$ cat config.mk
export PLATFORM = sky130hd
export DESIGN_NAME = nn_upsample_stage_ctrl
export DESIGN_NICKNAME = d
export VERILOG_FILES = /design/src/rtl/up_sample_pkg.sv /design/src/rtl/up_sample_domain_iter.sv /design/src/rtl/nn_upsample_stage_ctrl.sv
export SDC_FILE = /design/constraint.sdc
export NUM_CORES = 1
export LEC_CHECK = 0
export BUFFER_PORTS_ARGS = -buffer_cell sky130_fd_sc_hd__buf_4
export CAP_MARGIN = 30
export CORE_MARGIN = 2
export CORE_UTILIZATION = 30
export CTS_CLUSTER_DIAMETER = 50
export DETAILED_ROUTE_END_ITERATION = 8
export PLACE_DENSITY = 0.55
export SLEW_MARGIN = 20
export SYNTH_ARGS = -nofsm -noshare
export SYNTH_HDL_FRONTEND = slang
export SYNTH_SLANG_ARGS = --single-unit
$ cat constraint.sdc
create_clock -name clk -period 8.1 [get_ports clk]
set_clock_uncertainty 0.2 [all_clocks]
set_input_delay 1.215 -clock clk [delete_from_list [all_inputs] [get_ports clk]]
set_output_delay 1.215 -clock clk [all_outputs]
set_load 0.02 [all_outputs]
$ cat src/rtl/up_sample_pkg.sv
// Shared types and defaults for the up_sample pipeline stage controllers.
package up_sample_pkg;

    localparam int DATA_W_DEF = 16;
    localparam int CTRL_W_DEF = 16;

    typedef enum logic [1:0] {
        ST_IDLE  = 2'd0,
        ST_RUN   = 2'd1,
        ST_DRAIN = 2'd2,
        ST_DONE  = 2'd3
    } stage_state_e;

    // Buffer ctrl vars: [0]=0, [1]=y, [2]=x.
    typedef logic [2:0][CTRL_W_DEF-1:0] ctrl_vars_t;

endpackage

$ cat src/rtl/up_sample_domain_iter.sv
// Row-major 2-D wrapping counter over {[0,EXT_X-1],[0,EXT_Y-1]} with clear, enable and last flag.
module up_sample_domain_iter
    import up_sample_pkg::*;
#(
    parameter int EXT_X  = 128,
    parameter int EXT_Y  = 128,
    parameter int CTRL_W = CTRL_W_DEF
) (
    input  logic              clk,
    input  logic              rst_n,
    input  logic              clr,
    input  logic              en,
    output logic [CTRL_W-1:0] x,
    output logic [CTRL_W-1:0] y,
    output logic              last
);

    localparam logic [CTRL_W-1:0] X_MAX = CTRL_W'(EXT_X - 1);
    localparam logic [CTRL_W-1:0] Y_MAX = CTRL_W'(EXT_Y - 1);

    always_ff @(posedge clk or negedge rst_n) begin
        if (!rst_n) begin
            x <= '0;
            y <= '0;
        end else if (clr) begin
            x <= '0;
            y <= '0;
        end else if (en) begin
            if (x == X_MAX) begin
                x <= '0;
                y <= (y == Y_MAX) ? '0 : y + CTRL_W'(1);
            end else begin
                x <= x + CTRL_W'(1);
            end
        end
    end

    assign last = (x == X_MAX) && (y == Y_MAX);

endmodule

$ cat src/rtl/nn_upsample_stage_ctrl.sv
// Sequencer for op_hcompute_nearest_neighbor_stencil: reads hw_input_stencil at each output
// point and writes the pixel to nearest_neighbor_stencil one cycle later. Macro NN_UPSAMPLE_STAGE_PERF_EN adds stall_cycles.
//
// state    | meaning
// ST_IDLE  | waiting for start
// ST_RUN   | one read per unstalled cycle, previous read written
// ST_DRAIN | last captured pixel waits for an unstalled cycle to be written
// ST_DONE  | one-cycle done pulse
module nn_upsample_stage_ctrl
    import up_sample_pkg::*;
#(
    parameter int OUT_W  = 128,
    parameter int OUT_H  = 128,
    parameter int DATA_W = DATA_W_DEF,
    parameter int CTRL_W = CTRL_W_DEF
) (
    input  logic                   clk,
    input  logic                   rst_n,
    input  logic                   flush,
    input  logic                   start,
    input  logic                   stall,
    output logic                   busy,
    output logic                   done,
    output logic                   nn_read_ren,
    output logic [2:0][CTRL_W-1:0] nn_read_ctrl_vars,
    input  logic [DATA_W-1:0]      nn_read_data,
    output logic                   nn_write_wen,
    output logic [2:0][CTRL_W-1:0] nn_write_ctrl_vars,
    output logic [DATA_W-1:0]      nn_write_data
`ifdef NN_UPSAMPLE_STAGE_PERF_EN
    ,
    output logic [31:0]            stall_cycles
`endif
);

    stage_state_e      state;
    logic [CTRL_W-1:0] x, y;
    logic              last;
    logic              run;
    logic              it_en;
    logic              it_clr;
    logic              wr_valid;
    logic [CTRL_W-1:0] wr_x, wr_y;
    logic [DATA_W-1:0] wr_data;

    assign run    = (state == ST_RUN);
    assign it_en  = run && !stall && !flush;
    assign it_clr = flush || ((state == ST_IDLE) && start);

    up_sample_domain_iter #(
        .EXT_X  (OUT_W),
        .EXT_Y  (OUT_H),
        .CTRL_W (CTRL_W)
    ) u_iter (
        .clk   (clk),
        .rst_n (rst_n),
        .clr   (it_clr),
        .en    (it_en),
        .x     (x),
        .y     (y),
        .last  (last)
    );

    always_ff @(posedge clk or negedge rst_n) begin
        if (!rst_n) begin
            state    <= ST_IDLE;
            wr_valid <= 1'b0;
            wr_x     <= '0;
            wr_y     <= '0;
            wr_data  <= '0;
        end else if (flush) begin
            state    <= ST_IDLE;
            wr_valid <= 1'b0;
        end else begin
            case (state)
                ST_IDLE: begin
                    wr_valid <= 1'b0;
                    if (start) state <= ST_RUN;
                end
                ST_RUN: begin
                    if (!stall) begin
                        wr_valid <= 1'b1;
                        wr_x     <= x;
                        wr_y     <= y;
                        wr_data  <= nn_read_data;
                        if (last) state <= ST_DRAIN;
                    end
                end
                ST_DRAIN: begin
                    if (!stall) begin
                        wr_valid <= 1'b0;
                        state    <= ST_DONE;
                    end
                end
                ST_DONE: begin
                    wr_valid <= 1'b0;
                    state    <= ST_IDLE;
                end
                default: begin
                    wr_valid <= 1'b0;
                    state    <= ST_IDLE;
                end
            endcase
        end
    end

    assign busy               = run || (state == ST_DRAIN);
    assign done               = (state == ST_DONE);
    assign nn_read_ren        = it_en;
    assign nn_read_ctrl_vars  = run ? {x, y, {CTRL_W{1'b0}}} : '0;
    assign nn_write_wen       = wr_valid && !stall && !flush;
    assign nn_write_ctrl_vars = {wr_x, wr_y, {CTRL_W{1'b0}}};
    assign nn_write_data      = wr_data;

`ifdef NN_UPSAMPLE_STAGE_PERF_EN
    always_ff @(posedge clk or negedge rst_n) begin
        if (!rst_n) begin
            stall_cycles <= '0;
        end else if ((state == ST_IDLE) && start && !flush) begin
            stall_cycles <= '0;
        end else if (busy && stall && (stall_cycles != 32'hFFFF_FFFF)) begin
            stall_cycles <= stall_cycles + 32'd1;
        end
    end
`endif

endmodule

==> results of run 1 <==
-- worst paths after layout --
kind                                                   start                           end  slack (ns)  depth (start not counted)
worst min register to register  nn_write_data[4]$_DFFE_PN0P_  nn_write_data[4]$_DFFE_PN0P_        0.31                          1
max in group asynchronous                              rst_n       u_iter.y[5]$_DFFE_PN0P_        6.07                          2
worst min-delay path            nn_write_data[4]$_DFFE_PN0P_  nn_write_data[4]$_DFFE_PN0P_        0.31                          1
worst max register to register          state[1]$_DFFE_PN0P_      u_iter.y[14]$_DFFE_PN0P_        4.86                          6
worst max-delay path                    state[1]$_DFFE_PN0P_                   nn_read_ren        4.02                          6
min in group asynchronous                              rst_n           wr_x[8]$_DFFE_PN0P_        0.63                          1
-- cell usage after synthesis, drive strengths merged, types with 2 or more instances --
library cell / number / area (um2)
and2: 39 / 247.7
nand2b: 3 / 18.77
nor3: 6 / 30.03
a31oi: 3 / 18.77
a31o: 3 / 26.28
nand4: 5 / 31.28
clkbuf: 13 / 50.04
xor2: 5 / 43.79
nand2: 23 / 86.33
a21oi: 8 / 40.04
buf: 34 / 247.7
a32oi: 5 / 43.79
a211oi: 2 / 15.01
ha: 7 / 87.58
a22o: 6 / 52.55
nor2: 19 / 71.32
o211ai: 2 / 15.01
nor2b: 2 / 12.51
a21o: 4 / 30.03
and3: 6 / 37.54
mux2: 49 / 551.8
a22oi: 2 / 15.01
o21ai: 4 / 20.02
xnor2: 5 / 43.79
o31ai: 6 / 45.04
or2: 2 / 12.51
nor4: 3 / 18.77
inv: 7 / 26.28
nand3: 14 / 70.07
and4: 2 / 17.52
or4: 8 / 72.57
dfrtp: 83 / 2077
-- per-layer routing --
metal,routed length (um),share of wire [%],GRT usage (%),up-vias
met2,4502,45,20.58,108
met5,0,0,0,-
met4,197,2.0,6.037,0
met1,4539,46,18.83,1569
met3,727,7.3,4.428,15
li1,-,-,-,1529
-- final cells by class --
type	count	share of cell area, %
Inverter	7	0.4843
Multi-Input combinational cell	284	36.51
Timing Repair Buffer	108	14.90
Sequential cell	83	38.28
Clock inverter	1	0.5535
Tap cell	180	4.151
Clock buffer	15	5.120
-- power by group --
part / total [mW] / internal (mW) / switching [mW]
registers: 0.493 / 0.464 / 0.0293
logic: 0.364 / 0.148 / 0.216
clock network: 0.424 / 0.265 / 0.160
total: 1.28 / 0.876 / 0.405
-- worst max-delay path: stages, from the launching register on --
cell and delay [ns]:
dfrtp_1 0.42, inv_1 0.11, ha_2 0.54, nand2b_1 0.30, nor2_4 0.13, buf_4 0.54, buf_4 0.26
-- cell usage in the layout, fill, tap and decap left out, types with 3 or more instances in the layout --
| cell type | n |
|---|---|
| ha_1 | 6 |
| nand3_1 | 14 |
| a32oi_1 | 5 |
| or4_4 | 3 |
| mux2_2 | 49 |
| buf_4 | 107 |
| nor2_1 | 18 |
| and2_2 | 3 |
| nand2_1 | 23 |
| xor2_1 | 5 |
| or4_1 | 4 |
| conb_1 | 32 |
| dfrtp_1 | 83 |
| nor4_1 | 3 |
| nand2b_1 | 3 |
| clkbuf_1 | 3 |
| inv_1 | 7 |
| a31o_2 | 3 |
| clkbuf_16 | 9 |
| and3_1 | 6 |
| a21oi_1 | 8 |
| o31ai_1 | 6 |
| nor3_1 | 6 |
| xnor2_1 | 5 |
| a21o_1 | 4 |
| clkbuf_8 | 3 |
| a22o_1 | 6 |
| and2_1 | 36 |
| nand4_1 | 5 |
| a31oi_1 | 3 |
| o21ai_0 | 4 |
-- kinds of logic after synthesis --
| logic type | count (synthesis) | share of synthesized area [%] |
|---|---|---|
| fa+ha+maj | 7 | 2.058 |
| xor+xnor | 10 | 2.058 |
| buf+inv | 54 | 7.615 |
| mux | 49 | 12.97 |
| simple gates | 137 | 18.05 |
| other cells | 1 | 0.08812 |
| compound gates | 49 | 8.350 |
| flops | 83 | 48.81 |
-- registers in the layout, summed over array words and instances, names as in the netlist --
register and count:
nn_write_data 16, state 2, u_iter.x 16, u_iter.y 16
wr_valid 1, wr_x 16, wr_y 16
-- per-stage QoR --
step / worst slack (ns) / util [%] / instances
global route: 3.759 / 39.08 / 678
detailed placement: 3.876 / 36.85 / 662
global placement: 4.007 / 36.81 / 661
floorplan: 4.256 / - / 421
finish: 4.015 / 39.08 / 678
CTS: 3.505 / 39.07 / 678
==> metrics.md, run 1 <==
| Metric | Value |
|---|---|
| Num ports | `137` |
| Warnings, synthesis | `0` |
| Number of diodes | `0` |
| Routed vias/inst | `4.751` |
| Root buf cell | `clkbuf_16` |
| Initial Utilization | `30.66%` |
| Data arrival, critical path | `2.67 ns` |
| # Post-CTS Setup Buffers | `0` |
| Maximum VDD drop | `0.1146 mV` |
| Site Rows | `43` |
| Async SR Flop Fraction | `100.0%` |
| WL final | `9.966 mm` |
| Sum Neg Setup Slack | `0 ns` |
| Post-synthesis cell count | `390` |
| Worst hold slack | `0.3072 ns` |
| Clk_lat worst skew | `0.34 ns` |
| Die ar. | `15150 um2` |
| Core Footprint | `13880 um2` |
| H-tree depth | `3` |
| Gates resized, CTS repair | `0` |
| Max-cap violations | `0` |
| Clk sink count | `83` |
| Number of global-route vias before repair | `3140` |
| CTS max path bufs | `2` |
| Pwr Density | `236.2 nW/um2` |
| DRC | `0` |
| Initial antenna violation count | `0` |
| Area Growth Syn to Fin | `27.49%` |
| Starting DRT DRC Count | `206` |
| Tot GR Track Use | `13.96%` |
| IO buf count | `104` |
| Per-cell routed wire length | `14.70 um` |
| Final Hold Viols | `0` |
| Area post-placement | `5115 um2` |
| Period utilization | `50.43%` |
| Fin. max-slew vios | `0` |
| Max Clk Rate | `0.2448 GHz` |
| Total grt overflow | `0` |
| Yosys reg bits | `83` |
| Hold crit path type | `reg2reg` |
| Reg area | `2077 um2` |
| DP Wirelength | `6.885 mm` |
| Die Ht | `123.1 um` |
| Top FF cell, synth | `dfrtp_1` |
| Setup violations, final | `0` |
| Number of enable flip-flop cells after synthesis | `0` |
| Share of layout cells above drive strength 1 | `36.95%` |
| Period minus WS final | `4.085 ns` |
| Worst-path maximum fanout | `49` |
| Max_slew headroom | `49.86%` |
| CTS tree | `done` |
| Footprint of the multi-input gates | `1981 um2` |
| Fillers | `1368` |
| Via count | `3221` |
| Lkg Pwr | `2.686 nW` |
| Sequential-to-total area share from yosys stat | `48.81%` |
| Router iterations before antenna repair | `4` |
| Finished Cell Area | `5425 um2` |
| Power Total | `1.281 mW` |
| CP Class | `reg2out` |
| RSZ-0062 raised after global routing | `false` |
| Post-synth cell types | `47` |
| Worst slew pin tran | `0.7500 ns` |
| Crit start category | `flop` |
| Final Net Count | `521` |
| TritonCTS Buffers | `9` |
| Synth Cell Area | `4255 um2` |
| Die W | `123.1 um` |
| First-pass GRT wire length | `16.33 mm` |
| Pin count of the biggest net entering global routing | `50` |
| CP Capture Type | `output pin` |
| Worst EP required | `6.68 ns` |
| Status | `finished, final reports clean` |
| Clock-pin slew on the worst setup and hold paths | `0.06 ns` |
| Routability cong. | `0.8111` |
| Post-route ant nets | `0` |
| Post-CTS Hold Fix Bufs | `0` |
| Post-Syn Area per Cell | `10.91 um2` |
Note: power is estimated with default switching activity, not from simulation.
==> inputs of run 2 (changes only) <==
--- a/config.mk
+++ b/config.mk
@@ -5,13 +5,14 @@
 export SDC_FILE = /design/constraint.sdc
 export NUM_CORES = 1
 export LEC_CHECK = 0
+export ABC_AREA = 1
 export BUFFER_PORTS_ARGS = -buffer_cell sky130_fd_sc_hd__buf_4
 export CAP_MARGIN = 30
 export CORE_MARGIN = 2
 export CORE_UTILIZATION = 30
 export CTS_CLUSTER_DIAMETER = 50
 export DETAILED_ROUTE_END_ITERATION = 8
-export PLACE_DENSITY = 0.55
+export PLACE_DENSITY = 0.56
 export SLEW_MARGIN = 20
 export SYNTH_ARGS = -nofsm -noshare
 export SYNTH_HDL_FRONTEND = slang
==> constraint.sdc (replaced) <==
create_clock -name clk -period 3.75 [get_ports clk]
set_clock_uncertainty 0.2 [all_clocks]
set_input_delay 0.5625 -clock clk [delete_from_list [all_inputs] [get_ports clk]]
set_output_delay 0.5625 -clock clk [all_outputs]
set_load 0.02 [all_outputs]
==> metrics.md, run 2 <==
| Metric | Value |
|---|---|
| Crit start category | `flop` |
| Most common cell after layout, fill and taps aside | `nand2_1` |
| Top cells by instance count after synthesis | `200 x nand2_1, 83 x dfrtp_1, 74 x inv_1` |
| Synth top area share | `46.24%` |
| Yosys reg bits | `83` |
| Tot GR Track Use | `15.10%` |
| Hold crit path type | `in2async` |
| Clk_lat worst skew | `0.34 ns` |
| Routed vias/inst | `4.548` |
| WL final | `12.08 mm` |
| Clk sink count | `83` |
| Max_slew headroom | `53.51%` |
| Root buf cell | `clkbuf_16` |
| Period utilization | `77.31%` |
| Final Net Count | `730` |
| Beginning of the worst register-to-register path | `state[0]$_DFFE_PN0P_` |
| Setup violations, final | `0` |
| Num ports | `137` |
| Warnings, synthesis | `0` |
| Per-cell routed wire length | `13.56 um` |
| Synth Cell Area | `4492 um2` |
| CP Capture Type | `flop` |
| Launch point of the worst path | `state[0]$_DFFE_PN0P_` |
| Max Clk Rate | `0.3449 GHz` |
| Routability cong. | `0.8858` |
| Worst slew pin tran | `0.6956 ns` |
| Die Ht | `126.4 um` |
| RSZ-0062 raised after global routing | `false` |
| Worst EP required | `3.81 ns` |
| Number of enable flip-flop cells after synthesis | `0` |
| Reg-to-reg critical path endpoint | `u_iter.x[8]$_DFFE_PN0P_` |
| Top post-synthesis cells by area | `dfrtp_1 46%, nand2_1 17%, inv_1 6.2%` |
| Worst path cell trace | `inv_1 -> ha_1 -> nand2_1 -> nand2_2 -> inv_2 -> nand2_1 -> nand2_1 -> o21ai_0 -> a21oi_1` |
| IO buf count | `104` |
| Post-Syn Area per Cell | `7.449 um2` |
| Total grt overflow | `0` |
| Share of layout cells above drive strength 1 | `19.38%` |
| Lkg Pwr | `3.069 nW` |
| Die W | `126.4 um` |
| Starting DRT DRC Count | `306` |
| Depth of the most critical reg-to-reg path | `9` |
| Site Rows | `44` |
| Initial antenna violation count | `0` |
| Area Growth Syn to Fin | `27.02%` |
| TritonCTS Buffers | `9` |
| Count leader, synth | `nand2_1` |
| DRC | `0` |
| Pin count of the biggest net entering global routing | `51` |
| Clock-pin slew on the worst setup and hold paths | `0.06 ns` |
| Post-synth cell types | `27` |
| Post-CTS Hold Fix Bufs | `0` |
| Final Hold Viols | `0` |
| Via count | `4052` |
| Period minus WS final | `2.899 ns` |
| Post-route ant nets | `0` |
| CTS max path bufs | `2` |
| Worst-path maximum fanout | `22` |
| CP Class | `reg2reg` |
| Async SR Flop Fraction | `100.0%` |
| Router iterations before antenna repair | `5` |
| Post-synth top area cell | `dfrtp_1` |
| Core Footprint | `14590 um2` |
| CP dominant cell by count | `nand2_1` |
| Die ar. | `15970 um2` |
| Maximum VDD drop | `0.3455 mV` |
| Post-synthesis cell count | `603` |
| First-pass GRT wire length | `19.44 mm` |
| Most frequent cells in the layout | `200 x nand2_1, 110 x buf_4, 83 x dfrtp_1` |
| Fin. max-slew vios | `0` |
| Pwr Density | `548.7 nW/um2` |
| Max-cap violations | `0` |
| # Post-CTS Setup Buffers | `0` |
| DP Wirelength | `8.777 mm` |
| CTS tree | `done` |
| Gates resized, CTS repair | `0` |
| Initial Utilization | `30.79%` |
| Top FF cell, synth | `dfrtp_1` |
| R2r setup slk | `0.85 ns` |
| Number of diodes | `0` |
| Status | `finished, final reports clean` |
| Slowest CP cell | `nand2_1` |
| Number of global-route vias before repair | `3788` |
| Final core utilization | `39.11%` |
| H-tree depth | `3` |
| Data arrival, critical path | `2.96 ns` |
| Sum Neg Setup Slack | `0 ns` |
| CP max stage delay | `0.66 ns` |
| Sequential-to-total area share from yosys stat | `46.24%` |
[run 2: cell types whose count changed in the layout (fill, tap and decap cells not counted), moves of 25 or more]
cell,before,now
o21ai_0,4,48
nor2_1,18,43
nand2_1,23,200
mux2_2,49,0
inv_1,7,74
and2_1,36,0
[run 2: layout make-up]
class	instances	area (um2)
clock buffers	12	256.5
well taps	184	230.2
clock inverters	4	120.1
repair buffers	110	825.8
flip-flops and latches	83	2077
inverters	78	292.8
multi-input cells	420	1903
fillers	1523	8884
[run 2: worst max-delay path by stage]
stage	slack (ns)	endpoint
final	0.85	u_iter.x[8]$_DFFE_PN0P_
after CTS	0.85	u_iter.x[8]$_DFFE_PN0P_
after global placement	0.98	u_iter.x[8]$_DFFE_PN0P_
after detailed placement	0.85	u_iter.x[4]$_DFFE_PN0P_
after floorplan	1.57	nn_read_ren
after global routing	0.50	u_iter.x[8]$_DFFE_PN0P_
[run 2: through the flow]
step | hold slack, ns | setup slack (ns) | instance area [um2] | instances | power (mW)
2_1_floorplan | 0.06691 | 1.565 | 4608 | 634 | 1.706
3_3_place_gp | 0.2669 | 0.9784 | 5329 | 875 | 2.011
3_5_place_dp | 0.2718 | 0.8508 | 5329 | 875 | 2.033
4_1_cts | 0.06015 | 0.8538 | 5705 | 891 | 3.166
5_1_grt | 0.07964 | 0.5008 | 5705 | 891 | 3.296
6_report | 0.03251 | 0.8509 | 5705 | 891 | 3.131
[run 2: cells by family (layout without fill, tap and decap cells)]
family,Yosys count,in the layout,synth area share [%]
AO/OA/AOI/OAI,66,66,7.716
XOR/XNOR,11,11,2.145
flip-flops,83,83,46.24
other,1,32,0.08349
adder cells (fa/ha/maj),7,7,1.950
AND/OR/NAND/NOR,304,304,27.88
buffers and inverters,131,204,13.98
[run 2: routing by layer]
| layer | track usage (%) | vias up | share of wire (%) |
|---|---|---|---|
| met1 | 20.84 | 1891 | 46 |
| met2 | 23.69 | 143 | 46 |
| met5 | 0 | - | 0 |
| li1 | - | 2001 | - |
| met3 | 3.205 | 17 | 6.1 |
| met4 | 4.977 | 0 | 1.7 |
[run 2: report_power, final]
group / total (mW) / switching (mW) / internal, mW
sequential: 1.13 / 0.0969 / 1.03
combinational: 0.885 / 0.583 / 0.302
clock: 1.12 / 0.363 / 0.755
total: 3.13 / 1.04 / 2.09
[run 2: worst max-delay path: cells and delay by family, from the launching register on]
family                     cells  cell delay (ns)
AOI/OAI and AO/OA              2             0.34
and+or+nand+nor                4             1.25
adders and majority gates      1             0.22
DFF                            1             0.40
buffers and inverters          2             0.41
